## config.mk

```make
export PLATFORM = sky130hd
export DESIGN_NAME = hazard_scoreboard_flat
export DESIGN_NICKNAME = d
export VERILOG_FILES = /design/src/rtl/hazard_scoreboard_pkg.sv /design/src/rtl/hazard_scoreboard_if.sv /design/src/rtl/hazard_scoreboard_src_decode.sv /design/src/rtl/hazard_scoreboard.sv /design/src/flat_wrapper.sv
export SDC_FILE = /design/constraint.sdc
export NUM_CORES = 1
export LEC_CHECK = 0
export BUFFER_PORTS_ARGS = -buffer_cell sky130_fd_sc_hd__buf_2
export CAP_MARGIN = 20
export CORE_UTILIZATION = 48
export DETAILED_ROUTE_END_ITERATION = 8
export PLACE_DENSITY = 0.79
export SLEW_MARGIN = 20
export SYNTH_ARGS = -nofsm -noshare
export SYNTH_HDL_FRONTEND = slang
export SYNTH_SLANG_ARGS = --single-unit
```

## constraint.sdc

```tcl
create_clock -name clk_i -period 2.6 [get_ports clk_i]
set_input_delay 0.26 -clock clk_i [delete_from_list [all_inputs] [get_ports clk_i]]
set_output_delay 0.26 -clock clk_i [all_outputs]
set_load 0.02 [all_outputs]
```

## src/rtl/hazard_scoreboard_pkg.sv

```systemverilog
// Shared definitions for the ID-stage hazard scoreboard: opcodes, scoreboard entry
// layout and the source/entry match helper.
package hazard_scoreboard_pkg;

    localparam logic [5:0] OP_RTYPE = 6'b000000;
    localparam logic [5:0] OP_LW    = 6'b100011;
    localparam logic [5:0] OP_SW    = 6'b101011;
    localparam logic [5:0] OP_BEQ   = 6'b000100;
    localparam logic [5:0] OP_ADDI  = 6'b001000;
    localparam logic [5:0] OP_J     = 6'b000010;

    localparam logic [4:0] REG_ZERO = 5'd0;

    typedef struct packed {
        logic       v;
        logic [4:0] rd;
        logic       ld;
    } sb_entry_t;

    // A source only matches a live producer when the opcode really reads it; $0 never matches.
    function automatic logic src_hit(input sb_entry_t e, input logic [4:0] src, input logic used);
        return used & e.v & (src != REG_ZERO) & (e.rd == src);
    endfunction

endpackage

```

## src/rtl/hazard_scoreboard_if.sv

```systemverilog
// Connection between the pipeline control path and the hazard scoreboard:
// ID instruction, issue information and the resulting hold/bubble/flush controls.
interface hazard_scoreboard_if #(
    parameter int CNT_W = 16
);
    logic [31:0]      inst;
    logic             issue_regwrite;
    logic             issue_memread;
    logic [4:0]       issue_rd;
    logic             branch_taken;
    logic             stall;
    logic             ifid_hold;
    logic             bubble;
    logic             ifid_flush;
    logic [CNT_W-1:0] stall_cnt;

    modport master (
        output inst, issue_regwrite, issue_memread, issue_rd, branch_taken,
        input  stall, ifid_hold, bubble, ifid_flush, stall_cnt
    );

    modport slave (
        input  inst, issue_regwrite, issue_memread, issue_rd, branch_taken,
        output stall, ifid_hold, bubble, ifid_flush, stall_cnt
    );
endinterface

```

## src/rtl/hazard_scoreboard_src_decode.sv

```systemverilog
// Opcode-to-operand-usage decode: which register sources the ID instruction reads
// and whether it is a branch consumer.
module hazard_src_decode
    import hazard_scoreboard_pkg::*;
(
    input  logic [5:0] opcode,
    output logic       use_rs,
    output logic       use_rt,
    output logic       is_branch
);

    // Unknown opcodes read nothing so they can never stall on stale fields.
    always_comb begin
        use_rs    = 1'b0;
        use_rt    = 1'b0;
        is_branch = 1'b0;
        case (opcode)
            OP_RTYPE: begin
                use_rs = 1'b1;
                use_rt = 1'b1;
            end
            OP_LW: begin
                use_rs = 1'b1;
            end
            OP_SW: begin
                use_rs = 1'b1;
                use_rt = 1'b1;
            end
            OP_BEQ: begin
                use_rs    = 1'b1;
                use_rt    = 1'b1;
                is_branch = 1'b1;
            end
            OP_ADDI: begin
                use_rs = 1'b1;
            end
            OP_J: begin
                use_rs = 1'b0;
            end
            default: begin
                use_rs    = 1'b0;
                use_rt    = 1'b0;
                is_branch = 1'b0;
            end
        endcase
    end

endmodule

```

## src/rtl/hazard_scoreboard.sv

```systemverilog
// Load-use / branch-operand hazard unit beside ID: an age-ordered shift register of
// in-flight producers decides how long the ID instruction must wait.
module hazard_scoreboard
    import hazard_scoreboard_pkg::*;
#(
    parameter int LOAD_LAT  = 1,
    parameter int BRANCH_ID = 1,
    parameter int CNT_W     = 16
) (
    input  logic          clk_i,
    input  logic          rst_i,
    hazard_scoreboard_if.slave hz
);

    localparam int DEPTH   = LOAD_LAT + 1;
    localparam int BR_XTRA = (BRANCH_ID != 0) ? 1 : 0;

    sb_entry_t        sb_r [DEPTH];
    sb_entry_t        sb_in_s;
    logic [4:0]       rs_s;
    logic [4:0]       rt_s;
    logic             use_rs_s;
    logic             use_rt_s;
    logic             is_branch_s;
    logic [DEPTH-1:0] window_s;
    logic [DEPTH-1:0] hit_s;
    logic             stall_s;
    logic [CNT_W-1:0] cnt_r;

    assign rs_s = hz.inst[25:21];
    assign rt_s = hz.inst[20:16];

    hazard_src_decode u_decode (
        .opcode    (hz.inst[31:26]),
        .use_rs    (use_rs_s),
        .use_rt    (use_rt_s),
        .is_branch (is_branch_s)
    );

    // Entry k was issued k+1 cycles ago; it blocks while k is still inside its latency window.
    for (genvar k = 0; k < DEPTH; k++) begin : g_entry
        localparam logic LD_PLAIN = (k < LOAD_LAT) ? 1'b1 : 1'b0;
        localparam logic LD_BR    = (k < LOAD_LAT + BR_XTRA) ? 1'b1 : 1'b0;
        localparam logic ALU_BR   = (k < BR_XTRA) ? 1'b1 : 1'b0;

        assign window_s[k] = sb_r[k].ld ? (is_branch_s ? LD_BR : LD_PLAIN)
                                        : (is_branch_s ? ALU_BR : 1'b0);
        assign hit_s[k]    = window_s[k] & (src_hit(sb_r[k], rs_s, use_rs_s) |
                                            src_hit(sb_r[k], rt_s, use_rt_s));
    end

    assign stall_s = |hit_s;

    // A stalled ID instruction does not issue, so the scoreboard receives a bubble.
    always_comb begin
        sb_in_s.v  = hz.issue_regwrite & ~stall_s & (hz.issue_rd != REG_ZERO);
        sb_in_s.rd = hz.issue_rd;
        sb_in_s.ld = hz.issue_memread;
    end

    // Age-ordered shift register; the oldest producer simply falls off the end.
    always_ff @(posedge clk_i or negedge rst_i) begin
        if (!rst_i) begin
            for (int k = 0; k < DEPTH; k++) begin
                sb_r[k] <= '{v: 1'b0, rd: 5'd0, ld: 1'b0};
            end
        end else begin
            sb_r[0] <= sb_in_s;
            for (int k = 1; k < DEPTH; k++) begin
                sb_r[k] <= sb_r[k-1];
            end
        end
    end

    // Saturating count of stalled cycles.
    always_ff @(posedge clk_i or negedge rst_i) begin
        if (!rst_i) begin
            cnt_r <= {CNT_W{1'b0}};
        end else if (stall_s && (cnt_r != {CNT_W{1'b1}})) begin
            cnt_r <= cnt_r + {{(CNT_W-1){1'b0}}, 1'b1};
        end else begin
            cnt_r <= cnt_r;
        end
    end

    // A stall outranks a taken branch: the branch operand is not valid yet.
    assign hz.stall      = stall_s;
    assign hz.ifid_hold  = stall_s;
    assign hz.bubble     = stall_s;
    assign hz.ifid_flush = hz.branch_taken & ~stall_s;
    assign hz.stall_cnt  = cnt_r;

endmodule
```

## src/flat_wrapper.sv

```systemverilog
// flat-port wrapper written by rule: the top's interface ports become plain ports
module hazard_scoreboard_flat import hazard_scoreboard_pkg::*;
#(
    parameter int LOAD_LAT  = 1,
    parameter int BRANCH_ID = 1,
    parameter int CNT_W     = 16
)
  (clk_i, rst_i, hz_inst, hz_issue_regwrite, hz_issue_memread, hz_issue_rd, hz_branch_taken, hz_stall, hz_ifid_hold, hz_bubble, hz_ifid_flush, hz_stall_cnt);
  hazard_scoreboard_if #(.CNT_W(CNT_W)) hz_i ();
  input  logic clk_i;
  input  logic rst_i;
  input wire logic [$bits(hz_i.inst)-1:0] hz_inst;
  input wire logic [$bits(hz_i.issue_regwrite)-1:0] hz_issue_regwrite;
  input wire logic [$bits(hz_i.issue_memread)-1:0] hz_issue_memread;
  input wire logic [$bits(hz_i.issue_rd)-1:0] hz_issue_rd;
  input wire logic [$bits(hz_i.branch_taken)-1:0] hz_branch_taken;
  output wire logic [$bits(hz_i.stall)-1:0] hz_stall;
  output wire logic [$bits(hz_i.ifid_hold)-1:0] hz_ifid_hold;
  output wire logic [$bits(hz_i.bubble)-1:0] hz_bubble;
  output wire logic [$bits(hz_i.ifid_flush)-1:0] hz_ifid_flush;
  output wire logic [$bits(hz_i.stall_cnt)-1:0] hz_stall_cnt;
  assign hz_i.inst = hz_inst;
  assign hz_i.issue_regwrite = hz_issue_regwrite;
  assign hz_i.issue_memread = hz_issue_memread;
  assign hz_i.issue_rd = hz_issue_rd;
  assign hz_i.branch_taken = hz_branch_taken;
  assign hz_stall = hz_i.stall;
  assign hz_ifid_hold = hz_i.ifid_hold;
  assign hz_bubble = hz_i.bubble;
  assign hz_ifid_flush = hz_i.ifid_flush;
  assign hz_stall_cnt = hz_i.stall_cnt;
  hazard_scoreboard #(.LOAD_LAT(LOAD_LAT), .BRANCH_ID(BRANCH_ID), .CNT_W(CNT_W)) u_core (.clk_i(clk_i), .rst_i(rst_i), .hz(hz_i));
endmodule
```

## After elaboration in Yosys (flattened, before gate mapping)

Cells that the tools add are included.

- Bits in read-only memories: 0
- Bits in writable memories: 0
- Output and inout port bits: 20
- Flip-flop bits (word level): 30
- Memories kept: 0
- Latch bits: 0
- Bits of input ports: 42
- Word-level logic and storage cells: 51

- Order comparisons: 0
- Eq/ne operators: 9
- $add $sub $neg: 1
- Divide/modulo/power cells: 0
- Reductions and logical operators: 8
- $mul: 0
- Shift-type cells: 0
- Bitwise gates (word level): 20
- Mux-type cells: 6

Operator list:

| operator | count |
|---|---|
| $eq A5 B5 Y1 | 4 |
| $and A1 B1 Y1 | 17 |
| $add A16 B1 Y16 const B | 1 |
| $ne A16 B16 Y1 const B | 1 |
| $reduce_bool A5 Y1 | 3 |
| $eq A6 B6 Y1 const B | 2 |
| $eq A6 B3 Y1 const B | 1 |
| $eq A6 B4 Y1 const B | 1 |
| $logic_not A6 Y1 | 1 |
| $mux W1 | 6 |
| $reduce_or A5 Y1 | 1 |
| $reduce_or A3 Y1 | 1 |
| $or A1 B1 Y1 | 2 |
| $reduce_or A2 Y1 | 1 |
| $logic_and A1 B1 Y1 | 1 |
| $not A1 Y1 | 1 |

## Longest topological paths before layout

Gate-level depths: netlist of run 1.

- Depth after elaboration: 12
- Gate-level depth with buffers: 8
- Mapped depth without buffers: 7

## Modules after synthesis

Synthesis of run 1 repeated with hierarchy kept, for this count alone.

- Cells, all modules: 142
- Area total of the unflattened synthesis: 1550.2 µm²

By module, submodules not included:

| module | instances | sequential area each (µm²) | area an instance (µm²) | cells an instance |
|---|---|---|---|---|
| hazard_scoreboard | 1 | 750.7 | 1488.9 | 135 |
| hazard_src_decode | 1 | 0.0 | 61.3 | 7 |

## Least setup slack after synthesis of run 1

OpenSTA, ideal clock, no wires.

- Kind: register to output
- From: register u_core.sb_r[4] (netlist bit)
- To: output port hz_ifid_hold
- Data required time: 2.340 ns
- Arrival: 1.895 ns
- Stages on the path, launching flop included: 9
- Buffers on the path: 2
- Setup slack: 0.445 ns
- Path through: dfrtp_1 > xor2_1 > nor3_1 > nand4_1 > a211oi_2 > buf_2 > nor2_1 > inv_1 > buf_4

- Longest elaborated chain between the ends: 5
- Elaborated cells between the ends (all ways): 7
- Those cells by class: eq/ne (2); bitwise (4); reduce/logical (1)

Ends and longest elaborated chain:

| item | RTL line | source |
|---|---|---|
| from (decl) | hazard_scoreboard.sv:18 | `sb_entry_t sb_r [DEPTH];` |
| from (signal, indexed assignment) | hazard_scoreboard.sv:65 | `sb_r[k] <= '{v: 1'b0, rd: 5'd0, ld: 1'b0};` |
| from (signal, indexed assignment) | hazard_scoreboard.sv:70 | `sb_r[k] <= sb_r[k-1];` |
| $eq A5 B5 Y1 | hazard_scoreboard_pkg.sv:22 | `return used & e.v & (src != REG_ZERO) & (e.rd == src);` |
| $and A1 B1 Y1 | hazard_scoreboard_pkg.sv:22 |  |
| $or A1 B1 Y1 (*) | hazard_scoreboard.sv:48 | `assign hit_s[k] = window_s[k] & (src_hit(sb_r[k], rs_s, use_rs_s) \|` |
| $and A1 B1 Y1 (*) | hazard_scoreboard.sv:48 |  |
| $reduce_or A2 Y1 (*) | hazard_scoreboard.sv:52 | `assign stall_s = \|hit_s;` |
| to (decl) | flat_wrapper.sv:18 | `output wire logic [$bits(hz_i.ifid_hold)-1:0] hz_ifid_hold;` |

Mark *: on every way between the ends. The rest lies on a longest branch, timed or not.

## Worst setup path after layout of run 1

- From: register u_core.sb_r[10] (netlist bit)
- To: output port hz_ifid_flush

- Longest elaborated chain between the ends: 7
- Elaborated cells between the ends (all ways): 9
- Those cells by class: eq/ne (2); bitwise (6); reduce/logical (1)

Ends and longest elaborated chain:

| item | RTL line | source |
|---|---|---|
| $eq A5 B5 Y1 | hazard_scoreboard_pkg.sv:22 |  |
| $and A1 B1 Y1 | hazard_scoreboard_pkg.sv:22 |  |
| $or A1 B1 Y1 (*) | hazard_scoreboard.sv:48 |  |
| $and A1 B1 Y1 (*) | hazard_scoreboard.sv:48 |  |
| $reduce_or A2 Y1 (*) | hazard_scoreboard.sv:52 |  |
| $not A1 Y1 (*) | hazard_scoreboard.sv:90 | `assign hz.ifid_flush = hz.branch_taken & ~stall_s;` |
| $and A1 B1 Y1 (*) | hazard_scoreboard.sv:90 |  |
| to (decl) | flat_wrapper.sv:20 | `output wire logic [$bits(hz_i.ifid_flush)-1:0] hz_ifid_flush;` |

Marked as above.

==> results of run 1 <==
[logic make-up (layout without fill, tap and decap cells)]
family,after synthesis,in the layout
adder cells (fa/ha/maj),1,1
buffers and inverters,9,62
XOR/XNOR,34,34
multiplexers,3,3
AND/OR/NAND/NOR,41,41
flip-flops,30,30
AO/OA/AOI/OAI,20,20
[layer usage]
layer | global-route usage [%] | vias to the layer above | wire, um
li1 | - | 601 | -
met1 | 23.67 | 604 | 1351
met2 | 36.62 | 37 | 1612
met3 | 3.516 | 9 | 142
met4 | 12.24 | 0 | 78
met5 | 0 | - | 0
[area by class of cell]
type,count,area share (%)
inverters,4,0.7772
well taps,44,2.850
clock inverters,2,3.109
flip-flops and latches,30,38.86
multi-input cells,99,38.02
clock buffers,6,2.655
repair buffers,50,13.73
[worst max-delay path, delay by kind of cell (launching register included)]
family / cells / cell delay [ps]
AOI/OAI and AO/OA: 1 / 260
xor gates and xnor gates: 1 / 170
buffers and inverters: 1 / 150
DFF: 1 / 430
and+or+nand+nor: 4 / 770
[registers in the layout (all words and copies together), names as in the netlist]
signal / count
u_core.hz.stall_cnt: 16
u_core.sb_r: 14
[stage by stage]
step / utilization [%] / instances / cell area [um^2] / total power, mW
final: 63.28 / 235 / 1932 / 1.054
after global routing: 63.28 / 235 / 1932 / 1.103
after CTS: 63.28 / 235 / 1932 / 1.066
after detailed placement: 59.30 / 226 / 1810 / 0.5809
after global placement: 59.30 / 226 / 1810 / 0.5751
after floorplan: - / 138 / 1535 / 0.5331
[how the worst min path moves through the flow]
stage,startpoint,to
6_report,hz_issue_memread,u_core.sb_r[7]
3_5_place_dp,rst_i,u_core.hz.stall_cnt[7]
3_3_place_gp,rst_i,u_core.hz.stall_cnt[5]
2_1_floorplan,rst_i,u_core.hz.stall_cnt[0]
4_1_cts,hz_issue_memread,u_core.sb_r[7]
5_1_grt,hz_issue_rd[3],u_core.sb_r[11]
[report_power, final]
group          leakage, nW  internal [mW]  switching [mW]
Sequential           0.382          0.479          0.0108
Clock               0.0585          0.326           0.157
Combinational        0.505         0.0383          0.0438
Total                0.946          0.843           0.211
[cell usage in the layout (no fill, tap or decap)]
cell,n
a211oi_2,1
a21oi_4,1
and2_1,1
and3_1,12
buf_2,45
buf_4,4
bufinv_16,2
clkbuf_4,5
clkbuf_8,1
dfrtp_1,30
dlygate4sd3_1,1
ha_1,1
inv_1,4
mux2_1,1
mux2i_1,2
nand2_1,4
nand3_1,2
nand4_1,6
nor2_1,6
nor3_1,7
nor4_1,1
o2111ai_1,2
o211ai_1,13
o21ai_0,1
o21ai_2,1
o311a_1,1
or3_1,1
or4_4,1
xnor2_1,20
xor2_1,14
==> impl_metrics.ini, run 1 <==
[sta]
setup_tns_ps = 0
clock_skew_ps = 10.81
finalSetupViolations = 0
fin_crit_ps = 2359
fmax_mhz = 423.9
fin_crit_sh_pct = 90.74
setup_ws_ps = 240.8
finalHoldViolations = 0
hold_ws_ps = 42.73
rsz0062_at_grt = no
slew_headroom_pct = 57.35
finalMaxSlewViolations = 0
worst_pin_slew_ps = 639.8

[floorplanning]
start_util_pct = 50.29
die_h_um = 58.56
core_area_um2 = 3053
rows = 20
die_w_um = 58.56
dieArea_um2 = 3429
io_pins = 62

[critical_path]
crit_fanout = 6
regToRegStartpoint = u_core.sb_r[4]
reg2reg_slack_ps = 590
cp-end-kind = output port
cp-startpoint = u_core.sb_r[10]
cp_cell_sequence = xor2_1, nor4_1, nand4_1, a21oi_4, nor2_1, and2_1, buf_2
endpoint = hz_ifid_flush
cp.arrival_ps = 2100
timing.rr.end = u_core.hz.stall_cnt[1]
slowest_delay_ps = 430
cp_slowest_cell = dfrtp_1
startpoint_type = flop
worstPathRequired_ps = 2340
crit_type = reg2out
r2r_cells = 7

[cts]
cts.clk_slew.worst_paths_ps = 90
cts.sinks = 30
h-tree-depth = 2
cts_setup_buffers = 0
cts_hold_buf = 1
numCtsBuffers = 5
root_buffer = clkbuf_4
insertion_delay_ps = 330
cts_resized = 0
cts_buffer_depth = 2
tritoncts = built

[cells_and_area]
fillers = 250
nets = 233
seq_area_um2 = 750.7
num_antenna_cells = 0
area_growth_pct = 25.84
multi_input_area_um2 = 734.5
drive_gt1_share_pct = 31.94

[synth]
yosys-mux-area-fraction_pct = 2.037
syn_area_um2 = 1535
syn_nets = 181
ys_warn_count = 0
synthArstFlopShare_pct = 100.0
synth.top_cells.by_count = dfrtp_1, xnor2_1, xor2_1, o211ai_1, and3_1
yosysMostFrequentCell = dfrtp_1
synth_compound_area_share_pct = 10.92
yosys.area_share.simple_pct = 14.67
synthAdderAreaFrac_pct = 0.8150
synthTopCellsByArea = dfrtp_1, xnor2_1, xor2_1
ys.flop_type = dfrtp_1
synth_seq_cells = 30
yosys.area.top_type = dfrtp_1
synth_top_area_share_pct = 48.90
synth_xor_area_share_pct = 19.40
seq_area_frac_synth_pct = 48.90
synth_top_family_by_area = XOR/XNOR gates
synth-edff-count = 0
syn_area_per_cell_um2 = 11.12
synthCells = 138
synth_cell_type_count = 28

[grt]
grt_usage_pct = 20.77
overflow = 0
grt_pass1_vias = 1221
grt_pass1_wl_mm = 5.250
grt_max_degree = 31
antenna_found_initial = 0

[route]
drt_iter0_drc = 47
drc = 0
viasPerCell = 5.323
firstDrtPassIters = 4
wl_mm = 3.185
final_antenna_net_count = 0
num_vias = 1251
wire_per_inst_um = 13.55

[run_status]
outcome = completed

[run]
cap_violations = 0

[placement]
place_congestion = 0.9015
post-place-ws_ps = 408.6
portBuffers = 45
place_hpwl_mm = 2.457

[hold_path]
whs_path_depth = 1
hold_class = in2reg

[pwr]
p_leak_nw = 0.9455
power_density_nw_per_um2 = 545.5
worst_ir_drop_vdd_v = 0.0005273
Note: power is estimated with default switching activity, not from simulation.
==> inputs of run 2 (changes only) <==
--- a/config.mk
+++ b/config.mk
@@ -9,6 +9,7 @@
 export CAP_MARGIN = 20
 export CORE_UTILIZATION = 48
 export DETAILED_ROUTE_END_ITERATION = 8
+export HOLD_SLACK_MARGIN = 0.1
 export PLACE_DENSITY = 0.79
 export SLEW_MARGIN = 20
 export SYNTH_ARGS = -nofsm -noshare
==> run 2 against run 1 <==
Effect of this change:
- via count up 2.3%
- worst hold slack better by 150 ps
- highest routed layer unchanged
- global-route usage up 0.80 points
- register-to-register slack about the same
- clock-buffer cell count unchanged
- total power up 0.66%
- routed wire length up 4.0%
- clock skew down 0.53 ps
==> impl_metrics.ini, run 2 (synthesis results as in run 1) <==
[grt]
overflow = 0
grt_pass1_vias = 1268
grt_max_degree = 31
antenna_found_initial = 0
grt_usage_pct = 21.57
grt_pass1_wl_mm = 5.471

[critical_path]
cp_top_family = simple AND/OR/NAND/NOR gates
timing.rr.end = u_core.hz.stall_cnt[1]
crit_type = reg2out
reg2reg_slack_ps = 590
crit_fanout = 6
cp_slowest_cell = dfrtp_1
startpoint_type = flop
cp_cell_sequence = xor2_1, nor4_1, nand4_1, a21oi_4, nor2_1, and2_1, buf_2
cp.arrival_ps = 2100
cp.buffers_inverters = 1
slowest_delay_ps = 430
r2r_cells = 7
worstPathRequired_ps = 2340
cp-end-kind = output port
regToRegStartpoint = u_core.sb_r[4]

[sta]
setup_ws_ps = 241.7
fin_crit_ps = 2358
finalHoldViolations = 0
finalSetupViolations = 0
fin_crit_sh_pct = 90.70
setup_tns_ps = 0
clock_skew_ps = 10.28
finalMaxSlewViolations = 0
fmax_mhz = 424.0
rsz0062_at_grt = no
slew_headroom_pct = 57.32
worst_pin_slew_ps = 640.2
hold_ws_ps = 192.7

[cts]
cts.clk_slew.worst_paths_ps = 100
insertion_delay_ps = 330
cts.sinks = 30
cts_buffer_depth = 2
numCtsBuffers = 5
h-tree-depth = 2
cts_resized = 0
tritoncts = built
root_buffer = clkbuf_4

[pwr]
p_switching_mw = 0.2123
power_density_nw_per_um2 = 532.5
combinationalPowerShare_pct = 8.5
p_leak_nw = 0.9706
seq_power_share_pct = 46.1
internal_power_mw = 0.8484
p_sw_share_pct = 20.02
power_mw = 1.061
worst_ir_drop_vdd_v = 0.0005273
clockPowerShare_pct = 45.4

[floorplanning]
start_util_pct = 50.29
die_h_um = 58.56
die_w_um = 58.56
dieArea_um2 = 3429
rows = 20
core_area_um2 = 3053
io_pins = 62

[route]
viasPerCell = 5.311
num_vias = 1280
firstDrtPassIters = 4
drt_iter0_drc = 50
wl_mm = 3.311
wire_per_inst_um = 13.74
final_antenna_net_count = 0
drc = 0

[placement]
place_hpwl_mm = 2.457
post-place-ws_ps = 408.6
portBuffers = 45
place_congestion = 0.9015
post-place-cells = 226

[cells_and_area]
layout_common_cells = buf_2, dfrtp_1, xnor2_1
num_antenna_cells = 0
nets = 239
largest_register_ff_count = 16
final-instance-count-excl-fill = 241
final_common_cell = buf_2
drive_gt1_share_pct = 30.96
fillers = 246
area_growth_pct = 29.75

[run]
cap_violations = 0

[hold_path]
holdPathEnd = u_core.sb_r[13]
whs_path_depth = 2
min_from = hz_issue_regwrite
hold_class = in2reg

[run_status]
outcome = completed
run 2: cell types whose count changed in the layout (fill, tap and decap cells not counted):
cell | previous run | this run
dlygate4sd3_1 | 1 | 7
run 2: worst max path at each step:
stage	from	to	slack (ps)	cells past startpoint
after floorplan	u_core.sb_r[4]	hz_ifid_hold	450	8
after global placement	hz_inst[27]	hz_ifid_flush	450	8
after detailed placement	hz_inst[27]	hz_ifid_flush	410	8
after CTS	u_core.sb_r[10]	hz_ifid_flush	210	7
after global routing	u_core.sb_r[10]	hz_ifid_flush	80	7
final	u_core.sb_r[11]	hz_ifid_flush	240	7
run 2: power groups by stage:
stage / Sequential [mW] / Clock (mW) / Combinational, mW
5_1_grt: 0.491 / 0.521 / 0.0993
3_3_place_gp: 0.498 / 0 / 0.0775
2_1_floorplan: 0.498 / 0 / 0.0354
4_1_cts: 0.489 / 0.493 / 0.0904
6_report: 0.489 / 0.482 / 0.0896
3_5_place_dp: 0.499 / 0 / 0.0822
run 2: routing by layer:
metal	GRT usage [%]	vias to the layer above	part of all wire, %
met5	0	-	0
met3	3.736	9	4.3
li1	-	613	-
met1	24.39	615	42
met4	12.59	0	2.4
met2	38.26	43	51
run 2: worst reg2reg max path, cell delays in order, from the launching register on:
cell and delay (ps):
dfrtp_1 410, xor2_1 150, nor3_1 230, nand4_1 150
a211oi_2 300, buf_4 250, o21ai_2 100, mux2_1 310
run 2: layout make-up:
class	instances	area, um^2	area share [%]
repair buffers	56	325.3	16.33
inverters	4	15.01	0.7538
clock buffers	6	51.30	2.575
flip-flops and latches	30	750.7	37.69
clock inverters	2	60.06	3.015
well taps	44	55.05	2.764
multi-input cells	99	734.5	36.87
run 2: per-stage QoR:
| stage | utilization [%] | instance area [um^2] |
|---|---|---|
| floorplan | - | 1535 |
| global placement | 59.30 | 1810 |
| detailed placement | 59.30 | 1810 |
| CTS | 65.25 | 1992 |
| global route | 65.25 | 1992 |
| finish | 65.25 | 1992 |
run 2: what timing repair did:
item                      CTS  global route
buffers inserted            0             0
hold endpoints to repair   36             0
hold buffers                7             0
==> inputs of run 3 (changes only) <==
--- a/config.mk
+++ b/config.mk
@@ -14,4 +14,5 @@
 export SLEW_MARGIN = 20
 export SYNTH_ARGS = -nofsm -noshare
 export SYNTH_HDL_FRONTEND = slang
+export SYNTH_HIERARCHICAL = 1
 export SYNTH_SLANG_ARGS = --single-unit
==> run 3 against run 2 <==
Effect of this change:
- cell count grew 1.2%
- final area is the same
- setup slack lost 110 ps
- via count grew 1.5%
- routed wire length grew 3.2%
- critical path type is now in2out
- critical endpoint unchanged
- largest cell class is now multi-input gates
==> impl_metrics.ini, run 3 <==
[grt]
overflow = 0
grt_pass1_vias = 1275
grt_usage_pct = 21.77
antenna_found_initial = 0
grt_max_degree = 31
grt_pass1_wl_mm = 5.568

[critical_path]
cp.arrival_ps = 2210
crit_fanout = 10
slowest_delay_ps = 550
cp_slowest_cell = or4_4
timing.rr.end = u_core/hz.stall_cnt[13]
crit_type = in2out
worstPathRequired_ps = 2340
cp_cell_sequence = buf_2, or4_4, o22ai_2, nand2_1, nor4_1, nand4_1, a21oi_2, or2_4, nor2_1, buf_2
r2r_cells = 7
regToRegStartpoint = u_core/sb_r[12]
cp-end-kind = output port
cp_common_cell = buf_2
startpoint_type = input port
reg2reg_slack_ps = 460

[cts]
cts_setup_buffers = 0
cts_buffer_depth = 2
insertion_delay_ps = 330
cts.clk_slew.worst_paths_ps = 110
cts.sinks = 30
tritoncts = built
root_buffer = clkbuf_4
h-tree-depth = 2
numCtsBuffers = 5

[synth]
synthCells = 142
synth_compound_area_share_pct = 5.165
synth_cell_type_count = 36
synthTopCellsByArea = dfrtp_1, xor2_1, xnor2_1
synthAdderAreaFrac_pct = 0.8071
synth.top_cells.by_count = dfrtp_1, xor2_1, nand2_1, nor2_1, xnor2_1
seq_area_frac_synth_pct = 48.43
synth_seq_cells = 30
yosysMostFrequentCell = dfrtp_1
syn_nets = 185
synth_top_area_share_pct = 48.43
synth_top_family_by_area = simple AND/OR/NAND/NOR gates
yosys-mux-area-fraction_pct = 0.7264
yosys.area.top_type = dfrtp_1
ys.flop_type = dfrtp_1
ys_warn_count = 6
yosys.area_share.simple_pct = 23.81
syn_area_um2 = 1550
synth_xor_area_share_pct = 18.64
syn_area_per_cell_um2 = 10.92
synth-edff-count = 0
synthArstFlopShare_pct = 100.0

[pwr]
p_leak_nw = 0.9994
power_mw = 0.9599
power_density_nw_per_um2 = 481.9
worst_ir_drop_vdd_v = 0.0004374

[cells_and_area]
nets = 242
drive_gt1_share_pct = 35.00
num_antenna_cells = 0
final_common_cell = buf_2
multi_input_area_um2 = 777.0
area_growth_pct = 28.49
layout_common_cells = buf_2, dfrtp_1, xor2_1
largest_register_ff_count = 16
final_util_pct = 65.25
seq_area_um2 = 750.7
fillers = 264

[sta]
rsz0062_at_grt = no
fin_crit_sh_pct = 95.08
worst_pin_slew_ps = 640.7
clock_skew_ps = 6.026
hold_ws_ps = 170.8
setup_tns_ps = 0
finalHoldViolations = 0
finalMaxSlewViolations = 0
slew_headroom_pct = 57.28
finalSetupViolations = 0
fin_crit_ps = 2472
fmax_mhz = 404.5

[floorplanning]
die_h_um = 58.83
dieArea_um2 = 3461
rows = 20
start_util_pct = 50.78
core_area_um2 = 3053
die_w_um = 58.83
io_pins = 62

[route]
viasPerCell = 5.324
wire_per_inst_um = 14.01
firstDrtPassIters = 5
num_vias = 1299
drt_iter0_drc = 55
final_antenna_net_count = 0
wl_mm = 3.418
drc = 0

[hold_path]
whs_path_depth = 3
holdPathEnd = u_core/sb_r[13]
hold_class = in2reg
min_from = hz_issue_regwrite

[placement]
place_hpwl_mm = 2.436
place_congestion = 0.7974
portBuffers = 45

[run_status]
outcome = completed

[run]
cap_violations = 0
run 3: cell types whose count changed in the layout (fill, tap and decap cells not counted), sizes merged, moves of 5 or more:
cell,change
o211ai,-13
nand2,+11
xnor2,-11
xor2,+10
and3,-8
nor4,+6
nor2,+5
run 3: cells by family after synthesis:
family          Yosys count
simple gates             61
flops                    30
compound gates           11
mux                       1
buf+inv                   5
fa+ha+maj                 1
xor+xnor                 33
run 3: critical path, delay by kind of cell:
kind                   cells  cell delay, ps
buffers and inverters      2             260
AND/OR/NAND/NOR            6            1300
AO/OA/AOI/OAI              2             390
run 3: area by class of cell:
cell class	count	share of cell area, %
inverters	1	0.1884
repair buffers	54	16.21
clock buffers	5	1.884
flip-flops and latches	30	37.69
multi-input cells	107	39.01
clock inverters	3	2.261
well taps	44	2.764
run 3: what timing repair did:
item	in CTS	in global routing
gates resized for setup	0	3
hold endpoints to repair	36	0
hold buffers	7	0
setup endpoints to repair	0	4
run 3: report_power, final:
part / internal [mW] / switching, mW / total (mW)
sequential: 0.479 / 0.0129 / 0.492
clock: 0.202 / 0.176 / 0.378
combinational: 0.0436 / 0.0467 / 0.0903
total: 0.724 / 0.236 / 0.960
run 3: worst max-delay path by stage:
stage,from,end,slack (ps),cells after the start
global placement,hz_inst[26],u_core/hz.stall_cnt[1],100,10
finish,hz_inst[26],hz_ifid_flush,130,10
floorplan,hz_inst[26],hz_ifid_hold,430,9
global route,hz_inst[26],hz_ifid_flush,60,10
CTS,hz_inst[26],hz_ifid_flush,70,10
detailed placement,hz_inst[26],u_core/hz.stall_cnt[13],40,10
run 3: per-stage QoR:
step                      worst slack [ps]  area [um^2]  cells
after floorplan                      434.7         1550    142
after global placement               101.1         1824    229
after detailed placement             39.99         1824    229
after CTS                            69.24         1977    244
after global routing                 58.36         1992    244
final                                127.9         1992    244
run 3: routing by layer:
metal	track usage [%]	routed length (um)	up-vias
met4	12.93	89	0
met1	26.95	1477	618
met3	4.396	205	11
met2	35.23	1645	64
li1	-	-	606
met5	0	0	-
